--- config.mk ---
export PLATFORM = sky130hd
export DESIGN_NAME = score4_game_ctrl
export DESIGN_NICKNAME = d
export VERILOG_FILES = /design/src/rtl/score4_game_ctrl.sv
export SDC_FILE = /design/constraint.sdc
export NUM_CORES = 1
export LEC_CHECK = 0
export BUFFER_PORTS_ARGS = -buffer_cell sky130_fd_sc_hd__buf_4
export CELL_PAD_IN_SITES_DETAIL_PLACEMENT = 0
export CELL_PAD_IN_SITES_GLOBAL_PLACEMENT = 1
export CORE_ASPECT_RATIO = 1.75
export CORE_MARGIN = 1.5
export CORE_UTILIZATION = 49
export DETAILED_ROUTE_END_ITERATION = 12
export PLACE_DENSITY_LB_ADDON = 0.1
export SYNTH_ARGS = -nofsm -noshare
export SYNTH_HDL_FRONTEND = slang
export SYNTH_SLANG_ARGS = --single-unit
--- constraint.sdc ---
create_clock -name clk -period 7.2 [get_ports clk]
set_clock_uncertainty 0.15 [all_clocks]
set_input_delay 1.44 -clock clk [delete_from_list [all_inputs] [get_ports clk]]
set_output_delay 1.44 -clock clk [all_outputs]
set_load 0.01 [all_outputs]
--- src/rtl/score4_game_ctrl.sv ---
// Score 4 game-state engine: column cursor, piece drop, and a one-cell-per-cycle win/full scan.
// Optional build macro CURSOR_WRAP_EN makes the cursor wrap between columns 0 and 6.
module score4_game_ctrl #(
  parameter int START_COL    = 3,
  parameter bit FIRST_PLAYER = 1'b0
) (
  input  logic                 clk,
  input  logic                 rst,
  input  logic                 left,
  input  logic                 right,
  input  logic                 put,
  output logic [6:0][5:0][1:0] panel,
  output logic [6:0]           play,
  output logic                 turn,
  output logic                 win,
  output logic [2:0]           winner_column,
  output logic [2:0]           winner_row,
  output logic [1:0]           winner_kind,
  output logic                 full
);

  typedef enum logic [1:0] {IDLE, SCAN, DONE} state_t;

  state_t                 state_q, state_d;
  logic                   left_q, right_q, put_q;
  logic [2:0]             cur_q, cur_d;
  logic [6:0]             play_q, play_d;
  logic [6:0][5:0][1:0]   panel_q, panel_d;
  logic                   turn_q, turn_d;
  logic                   win_q, win_d;
  logic                   full_q, full_d;
  logic [2:0]             wcol_q, wcol_d;
  logic [2:0]             wrow_q, wrow_d;
  logic [1:0]             wkind_q, wkind_d;
  logic [2:0]             scol_q, scol_d;
  logic [2:0]             srow_q, srow_d;

  logic                   left_rise, right_rise, put_rise;
  logic [1:0]             scan_code;
  logic [3:0]             hit;
  logic [41:0]            occ;
  logic                   board_full;
  logic                   drop_ok;
  logic [2:0]             drop_row;

  // Four cells starting at (c0,r0) stepping (dc,dr); any cell off the board is a miss.
  function automatic logic line_hit(input logic [6:0][5:0][1:0] b, input logic [1:0] code,
                                    input int c0, input int r0, input int dc, input int dr);
    logic h;
    int   c;
    int   r;
    h = 1'b1;
    for (int k = 0; k < 4; k++) begin
      c = c0 + dc * k;
      r = r0 + dr * k;
      if (c < 0 || c > 6 || r < 0 || r > 5) h = 1'b0;
      else if (b[c[2:0]][r[2:0]] != code) h = 1'b0;
    end
    return h;
  endfunction

  assign left_rise  = left & ~left_q;
  assign right_rise = right & ~right_q;
  assign put_rise   = put & ~put_q;
  assign scan_code  = {turn_q, ~turn_q};

  for (genvar gi = 0; gi < 4; gi++) begin : g_kind
    localparam int DC = (gi == 1) ? 0 : ((gi == 3) ? -1 : 1);
    localparam int DR = (gi == 0) ? 0 : 1;
    assign hit[gi] = line_hit(panel_q, scan_code, int'(scol_q), int'(srow_q), DC, DR);
  end

  for (genvar gi = 0; gi < 42; gi++) begin : g_occ
    assign occ[gi] = |panel_q[gi / 6][gi % 6];
  end
  assign board_full = &occ;

  always_comb begin
    drop_ok  = 1'b0;
    drop_row = 3'd0;
    // Walk top-down so the last empty cell seen is the lowest one.
    for (int r = 5; r >= 0; r--) begin
      if (panel_q[cur_q][r[2:0]] == 2'b00) begin
        drop_ok  = 1'b1;
        drop_row = r[2:0];
      end
    end
  end

  always_comb begin
    state_d = state_q;
    cur_d   = cur_q;
    panel_d = panel_q;
    turn_d  = turn_q;
    win_d   = win_q;
    full_d  = full_q;
    wcol_d  = wcol_q;
    wrow_d  = wrow_q;
    wkind_d = wkind_q;
    scol_d  = scol_q;
    srow_d  = srow_q;
    case (state_q)
      IDLE: begin
        if (put_rise) begin
          if (drop_ok) begin
            panel_d[cur_q][drop_row] = scan_code;
            scol_d  = 3'd0;
            srow_d  = 3'd0;
            state_d = SCAN;
          end
        end else if (left_rise && !right_rise) begin
          if (cur_q == 3'd0) begin
`ifdef CURSOR_WRAP_EN
            cur_d = 3'd6;
`endif
          end else begin
            cur_d = cur_q - 3'd1;
          end
        end else if (right_rise && !left_rise) begin
          if (cur_q == 3'd6) begin
`ifdef CURSOR_WRAP_EN
            cur_d = 3'd0;
`endif
          end else begin
            cur_d = cur_q + 3'd1;
          end
        end
      end
      SCAN: begin
        if (|hit) begin
          win_d   = 1'b1;
          wcol_d  = scol_q;
          wrow_d  = srow_q;
          wkind_d = hit[0] ? 2'd0 : (hit[1] ? 2'd1 : (hit[2] ? 2'd2 : 2'd3));
          state_d = DONE;
        end else if (scol_q == 3'd6 && srow_q == 3'd5) begin
          if (board_full) begin
            full_d  = 1'b1;
            state_d = DONE;
          end else begin
            turn_d  = ~turn_q;
            state_d = IDLE;
          end
        end else if (srow_q == 3'd5) begin
          srow_d = 3'd0;
          scol_d = scol_q + 3'd1;
        end else begin
          srow_d = srow_q + 3'd1;
        end
      end
      DONE: ;
      default: state_d = IDLE;
    endcase
    play_d = 7'b0000001 << cur_d;
  end

  always_ff @(posedge clk or negedge rst) begin
    if (!rst) begin
      state_q <= IDLE;
      left_q  <= 1'b0;
      right_q <= 1'b0;
      put_q   <= 1'b0;
      cur_q   <= 3'(START_COL);
      play_q  <= 7'b0000001 << START_COL;
      panel_q <= '0;
      turn_q  <= FIRST_PLAYER;
      win_q   <= 1'b0;
      full_q  <= 1'b0;
      wcol_q  <= 3'd0;
      wrow_q  <= 3'd0;
      wkind_q <= 2'd0;
      scol_q  <= 3'd0;
      srow_q  <= 3'd0;
    end else begin
      state_q <= state_d;
      left_q  <= left;
      right_q <= right;
      put_q   <= put;
      cur_q   <= cur_d;
      play_q  <= play_d;
      panel_q <= panel_d;
      turn_q  <= turn_d;
      win_q   <= win_d;
      full_q  <= full_d;
      wcol_q  <= wcol_d;
      wrow_q  <= wrow_d;
      wkind_q <= wkind_d;
      scol_q  <= scol_d;
      srow_q  <= srow_d;
    end
  end

  assign panel         = panel_q;
  assign play          = play_q;
  assign turn          = turn_q;
  assign win           = win_q;
  assign full          = full_q;
  assign winner_column = wcol_q;
  assign winner_row    = wrow_q;
  assign winner_kind   = wkind_q;

endmodule

# --- Yosys cells after proc, flatten, opt, wreduce, memory -nomap -nowiden ---
# Index checks and enable logic that the tools add are counted.
op_classes:
  n_eq_ne: 24
  n_lt_le_gt_ge: 37
  reduce_logical: 100
  add_sub_neg: 13
  shifts: 1
  n_bitwise: 10
  multipliers: 0
  n_div: 0
  muxes: 110
op_table:
  columns: ["cell", "n"]
  rows:
  - ["12-bit binary-select mux with 3-bit select", 8]
  - ["12-bit two-way mux", 9]
  - ["84-bit bitwise mux", 1]
  - ["2-bit OR reduction", 42]
  - ["2-bit binary-select mux with 3-bit select", 13]
  - ["3-bit two-way mux", 20]
  - ["3-bit by 4-bit less-than comparator with 1-bit output (second input constant)", 13]
  - ["45-bit AND reduction", 1]
  - ["2-bit two-way mux", 21]
  - ["42-bit AND reduction", 1]
  - ["12-bit demux with 3-bit select", 1]
  - ["1-bit logical OR", 33]
  - ["1-bit two-way mux", 33]
  - ["2-bit != test", 13]
  - ["4-bit by 3-bit > comparator with 1-bit output (second input constant)", 6]
  - ["4-bit by 1-bit less-than comparator with 1-bit output (second input constant)", 6]
  - ["3-bit by 2-bit adder with 4-bit output (second input constant)", 4]
  - ["5-bit by 4-bit > comparator with 1-bit output (second input constant)", 3]
  - ["5-bit by 1-bit less-than comparator with 1-bit output (second input constant)", 3]
  - ["2-bit logical NOT", 7]
  - ["3-bit one-hot mux with 2 select lines", 2]
  - ["2-bit != test (second input constant)", 5]
  - ["3-bit by 1-bit adder with 3-bit output (second input constant)", 3]
  - ["3-bit == test (second input constant)", 3]
  - ["other kinds (26)", 44]
totals:
  mem_bits_rw: 0
  mem_count: 0
  ff_bits: 116
  romBits: 0
  input_bits: 5
  latchBits: 0
  elab_cells: 351

# --- Logic depth before layout (Yosys ltp) ---
logic_depth:
  word_depth: 16
  ltp_mapped: 22
  mapped_depth_nobuf: 14

# --- Worst setup path before layout ---
# OpenSTA, ideal clock, no wires.
synth_path:
  kind: "register to register"
  start: "reg scol_q[0]"
  end: "reg wrow_q[2], in the netlist winner_row[2]"
  period_less_slack_ns: 4.811
  arrival_time_ns: 4.536
  path_slack_ns: 2.389
  stages_incl_launch_ff: 20
  setup_ns: 0.125
  cell_sequence: "dfrtp_1 -> buf_6 -> buf_8 -> inv_1 -> buf_2 -> buf_1 -> ha_1 -> ha_1 -> buf_2 -> buf_2 -> and3b_1 -> a221oi_2 -> mux2i_1 -> a221o_1 -> or4_1 -> o22ai_1 -> a221oi_2 -> a31oi_4 -> nand2_4 -> mux2_4"
synth_via:
  elab_chain_cells: 15
  word_cells_on_any_way: 134
  cone_classes: "add/sub (6); order compare (14); eq/ne (13); mux (66); reduce/logical (35)"
synth_lines:
  columns: ["element", "line_no", "source"]
  rows:
  - ["start: declaration", "35", "logic [2:0] scol_q, scol_d;"]
  - ["start signal: assignment", "188", "scol_q <= scol_d;"]
  - ["parallel branches: the longest is 13 deep, another holds 4-bit by 1-bit adder with 5-bit output", null, null]
  - ["4-bit OR reduction *", "130", "if (|hit) begin"]
  - ["2-bit AND reduction (no source line) *", null, null]
  - ["end signal: assignment", "186", "wrow_q <= wrow_d;"]
  - ["end: declaration", "33", "logic [2:0] wrow_q, wrow_d;"]
# Every way passes the cells marked *. The select of a mux whose other input is x is not followed.
# A chain may end at the register's enable or synchronous reset.

# --- Worst setup path after layout ---
layout_path:
  start: "reg scol_q[1]"
  end: "reg wcol_q[2], in the netlist winner_column[2]"
layout_via:
  elab_chain_cells: 15
  word_cells_on_any_way: 134
  cone_classes: "add/sub (6); order compare (14); eq/ne (13); mux (66); reduce/logical (35)"
layout_lines:
  columns: ["element", "line_no", "source"]
  rows:
  - ["parallel branches: the longest is 13 deep, another holds 4-bit by 1-bit adder with 5-bit output", null, null]
  - ["4-bit OR reduction *", "130", null]
  - ["2-bit AND reduction (no source line) *", null, null]
  - ["end signal: assignment", "185", "wcol_q <= wcol_d;"]
  - ["end: declaration", "32", "logic [2:0] wcol_q, wcol_d;"]
# Marked as above.

==> impl_metrics.json <==
{
  "start_util_pct": 49.9,
  "hold_violations": 0,
  "synth_nets": 1231,
  "cts_root_buf": "clkbuf_16",
  "grt_usage_pct": 43.0,
  "path_class": "reg2reg",
  "grt-ovfl-total": 0,
  "fillers": 2125,
  "postSynth.asyncResetShare_pct": 100,
  "cap_violations": 0,
  "antennaDiodeCount": 0,
  "synth_cells": 1200,
  "firstDrtPassIters": 6,
  "viasPerCell": 7.42,
  "critPathArrivalTime_ps": 5940,
  "ir_drop_uv": 218,
  "synth.distinct_cells": 85,
  "finalSetupViolCount": 0,
  "areaGrowthSynthToFinish_pct": 12.2,
  "dp_hpwl_um": 36600,
  "clock-sinks": 116,
  "tightest_slew_ps": 1210,
  "place_congestion": 1.03,
  "clk_pin_slew_ps": 60,
  "layout_commonest_cell": "buf_4",
  "grt_first_pass_wirelength_um": 75600,
  "place_inst": 1532,
  "clk_latency_ps": 440,
  "route.top_layer_used": "met5",
  "yosys_most_used_dff": "dfrtp_1",
  "vias": 11607,
  "ant_nets": 0,
  "seq_area_frac_synth_pct": 25.6,
  "ioPinCount": 107,
  "drive_gt1_share_pct": 24.7,
  "post-place-ws_ps": 1520,
  "crit_fanout": 29,
  "final.period_utilization_pct": 80.0,
  "leakage_nw": 5.24,
  "yosysTopAreaCell": "dfrtp_1",
  "synth_edf_count": 0,
  "die_area_um2": 24100,
  "end_kind": "flop",
  "dieWidth_um": 118,
  "avgRoutedWirePerCell_um": 33.0,
  "numPortBuffers": 106,
  "fin_nets": 1282,
  "core-area_um2": 22700,
  "syn-cell-area_um2": 11300,
  "rsz0062_at_grt": "false",
  "die_h_um": 204,
  "rows": 73,
  "routed_wl_um": 51600,
  "drc": 0,
  "ctsLongestPathBuffers": 2,
  "wl_met3_um": 4560,
  "slew_violations": 0,
  "hold_buffers": 0,
  "status": "completed",
  "crit_required_ps": 7380,
  "drt-met1-wl_um": 17000,
  "ys_ff_latch": 116,
  "post_cts_resize_count": 0,
  "synthTopCellsByArea": "dfrtp_1, mux4_2, mux2i_1, nor2_1, mux2_2",
  "grt_max_degree": 72,
  "post-cts-setup-buffer-count": 0,
  "drtIter0Drc": 1545,
  "maxSlewHeadroom_pct": 18.5,
  "synth_top_area_share_pct": 24.9,
  "antenna_found_initial": 1,
  "layout_common_cells": "buf_4, dfrtp_1, nor2_1",
  "cts_buffers": 17,
  "grt_pass1_vias": 11291,
  "ys_warn_count": 0,
  "hp-class": "reg2reg",
  "avgSynthCellArea_um2": 9.45,
  "cts_tree": "built",
  "period_minus_slack_ps": 5760,
  "htree_levels": 4,
  "finalNonFillerCells": 1564,
  "setup_slack_ps": 1440,
  "wl_met2_um": 25300,
  "crit_path_start_kind": "flop",
  "finalSetupTns_ps": 0,
  "powerDensity_nw_per_um2": 432,
  "fmax_ghz": 0.174
}
[worst max-delay path: stages, from the launching register on]
cell	delay, ps
dfrtp_2	780
inv_1	300
ha_1	270
ha_1	900
buf_4	380
and2b_1	320
a221oi_1	350
a2111oi_0	160
a221o_1	340
or4_1	500
o22ai_1	200
a221oi_2	90
a31oi_4	370
nand2_4	170
mux2_4	340
[path summary, 6_finish.rpt]
path,start,end,slack [ps],cells after the start
min in group asynchronous,rst,winner_column[2]$_DFFE_PN0P_,970,1
worst min-delay path,win$_DFFE_PN0P_,win$_DFFE_PN0P_,330,1
worst min register to register,win$_DFFE_PN0P_,win$_DFFE_PN0P_,330,1
worst max-delay path,scol_q[1]$_DFFE_PN0P_,winner_column[2]$_DFFE_PN0P_,1440,14
worst max register to register,scol_q[1]$_DFFE_PN0P_,winner_column[2]$_DFFE_PN0P_,1440,14
max in group asynchronous,rst,panel[59]$_DFFE_PN0P_,4670,2
[layer usage]
layer	up-vias	GRT usage, %
met5	-	0
met2	809	73.0
met3	247	7.51
met4	2	32.5
met1	5787	48.1
li1	4762	-
[logic make-up after synthesis]
family / synth area share [%]
compound gates: 23.6
fa+ha+maj: 2.87
flops: 25.6
simple gates: 15.0
mux: 25.9
xor+xnor: 0.463
buf+inv: 6.62
[layout make-up]
| cell class | count | area [um2] | area share (%) |
|---|---|---|---|
| sequential | 116 | 2910 | 22.9 |
| clock inverter | 15 | 158 | 1.24 |
| timing repair buffer | 137 | 1030 | 8.08 |
| multi-input combinational | 944 | 7700 | 60.5 |
| inverter | 35 | 131 | 1.03 |
| clock buffer | 17 | 425 | 3.34 |
| tap | 300 | 375 | 2.95 |
[power by group]
part | total (mW) | internal [mW] | switching, mW
registers | 0.924 | 0.718 | 0.206
clock network | 0.855 | 0.463 | 0.392
logic | 3.72 | 1.32 | 2.41
total | 5.50 | 2.50 | 3.01
[synthesized netlist by cell type, drive strengths merged (5+ instances only)]
library cell	count
dfrtp	113
nor2	105
mux2i	88
nand2	83
mux4	68
o21ai	61
buf	53
clkbuf	52
o21bai	48
mux2	44
nand3	36
inv	35
a21oi	29
a22oi	28
ha	26
nor3	24
o22ai	23
a21o	18
a221oi	17
nor4	14
o2bb2ai	14
and2	13
o211ai	13
a211oi	12
nor2b	10
o221ai	10
a22o	9
a31o	9
a31oi	9
nand2b	9
nand4	8
or2	8
a2111oi	7
or3	7
a211o	6
and3	6
nor3b	6
o311ai	6
or4	6
a21boi	5
[flip-flops by register name (all words and copies together), names as in the netlist, 3 cells and up]
| register | count |
|---|---|
| cur_q | 3 |
| panel | 84 |
| play | 7 |
| scol_q | 3 |
| srow_q | 3 |
| winner_column | 3 |
| winner_row | 3 |
[stage by stage]
stage               power, mW  utilization (%)  hold slack [ps]  area, um2
finish                   5.50             56.0              333      12700
global placement         4.51             53.4              332      12100
detailed placement       4.53             53.4              318      12100
CTS                      5.39             56.0              335      12700
global route             5.73             56.0              353      12700
floorplan                3.50                -              334      11300
(Power assumes the default switching activity.)
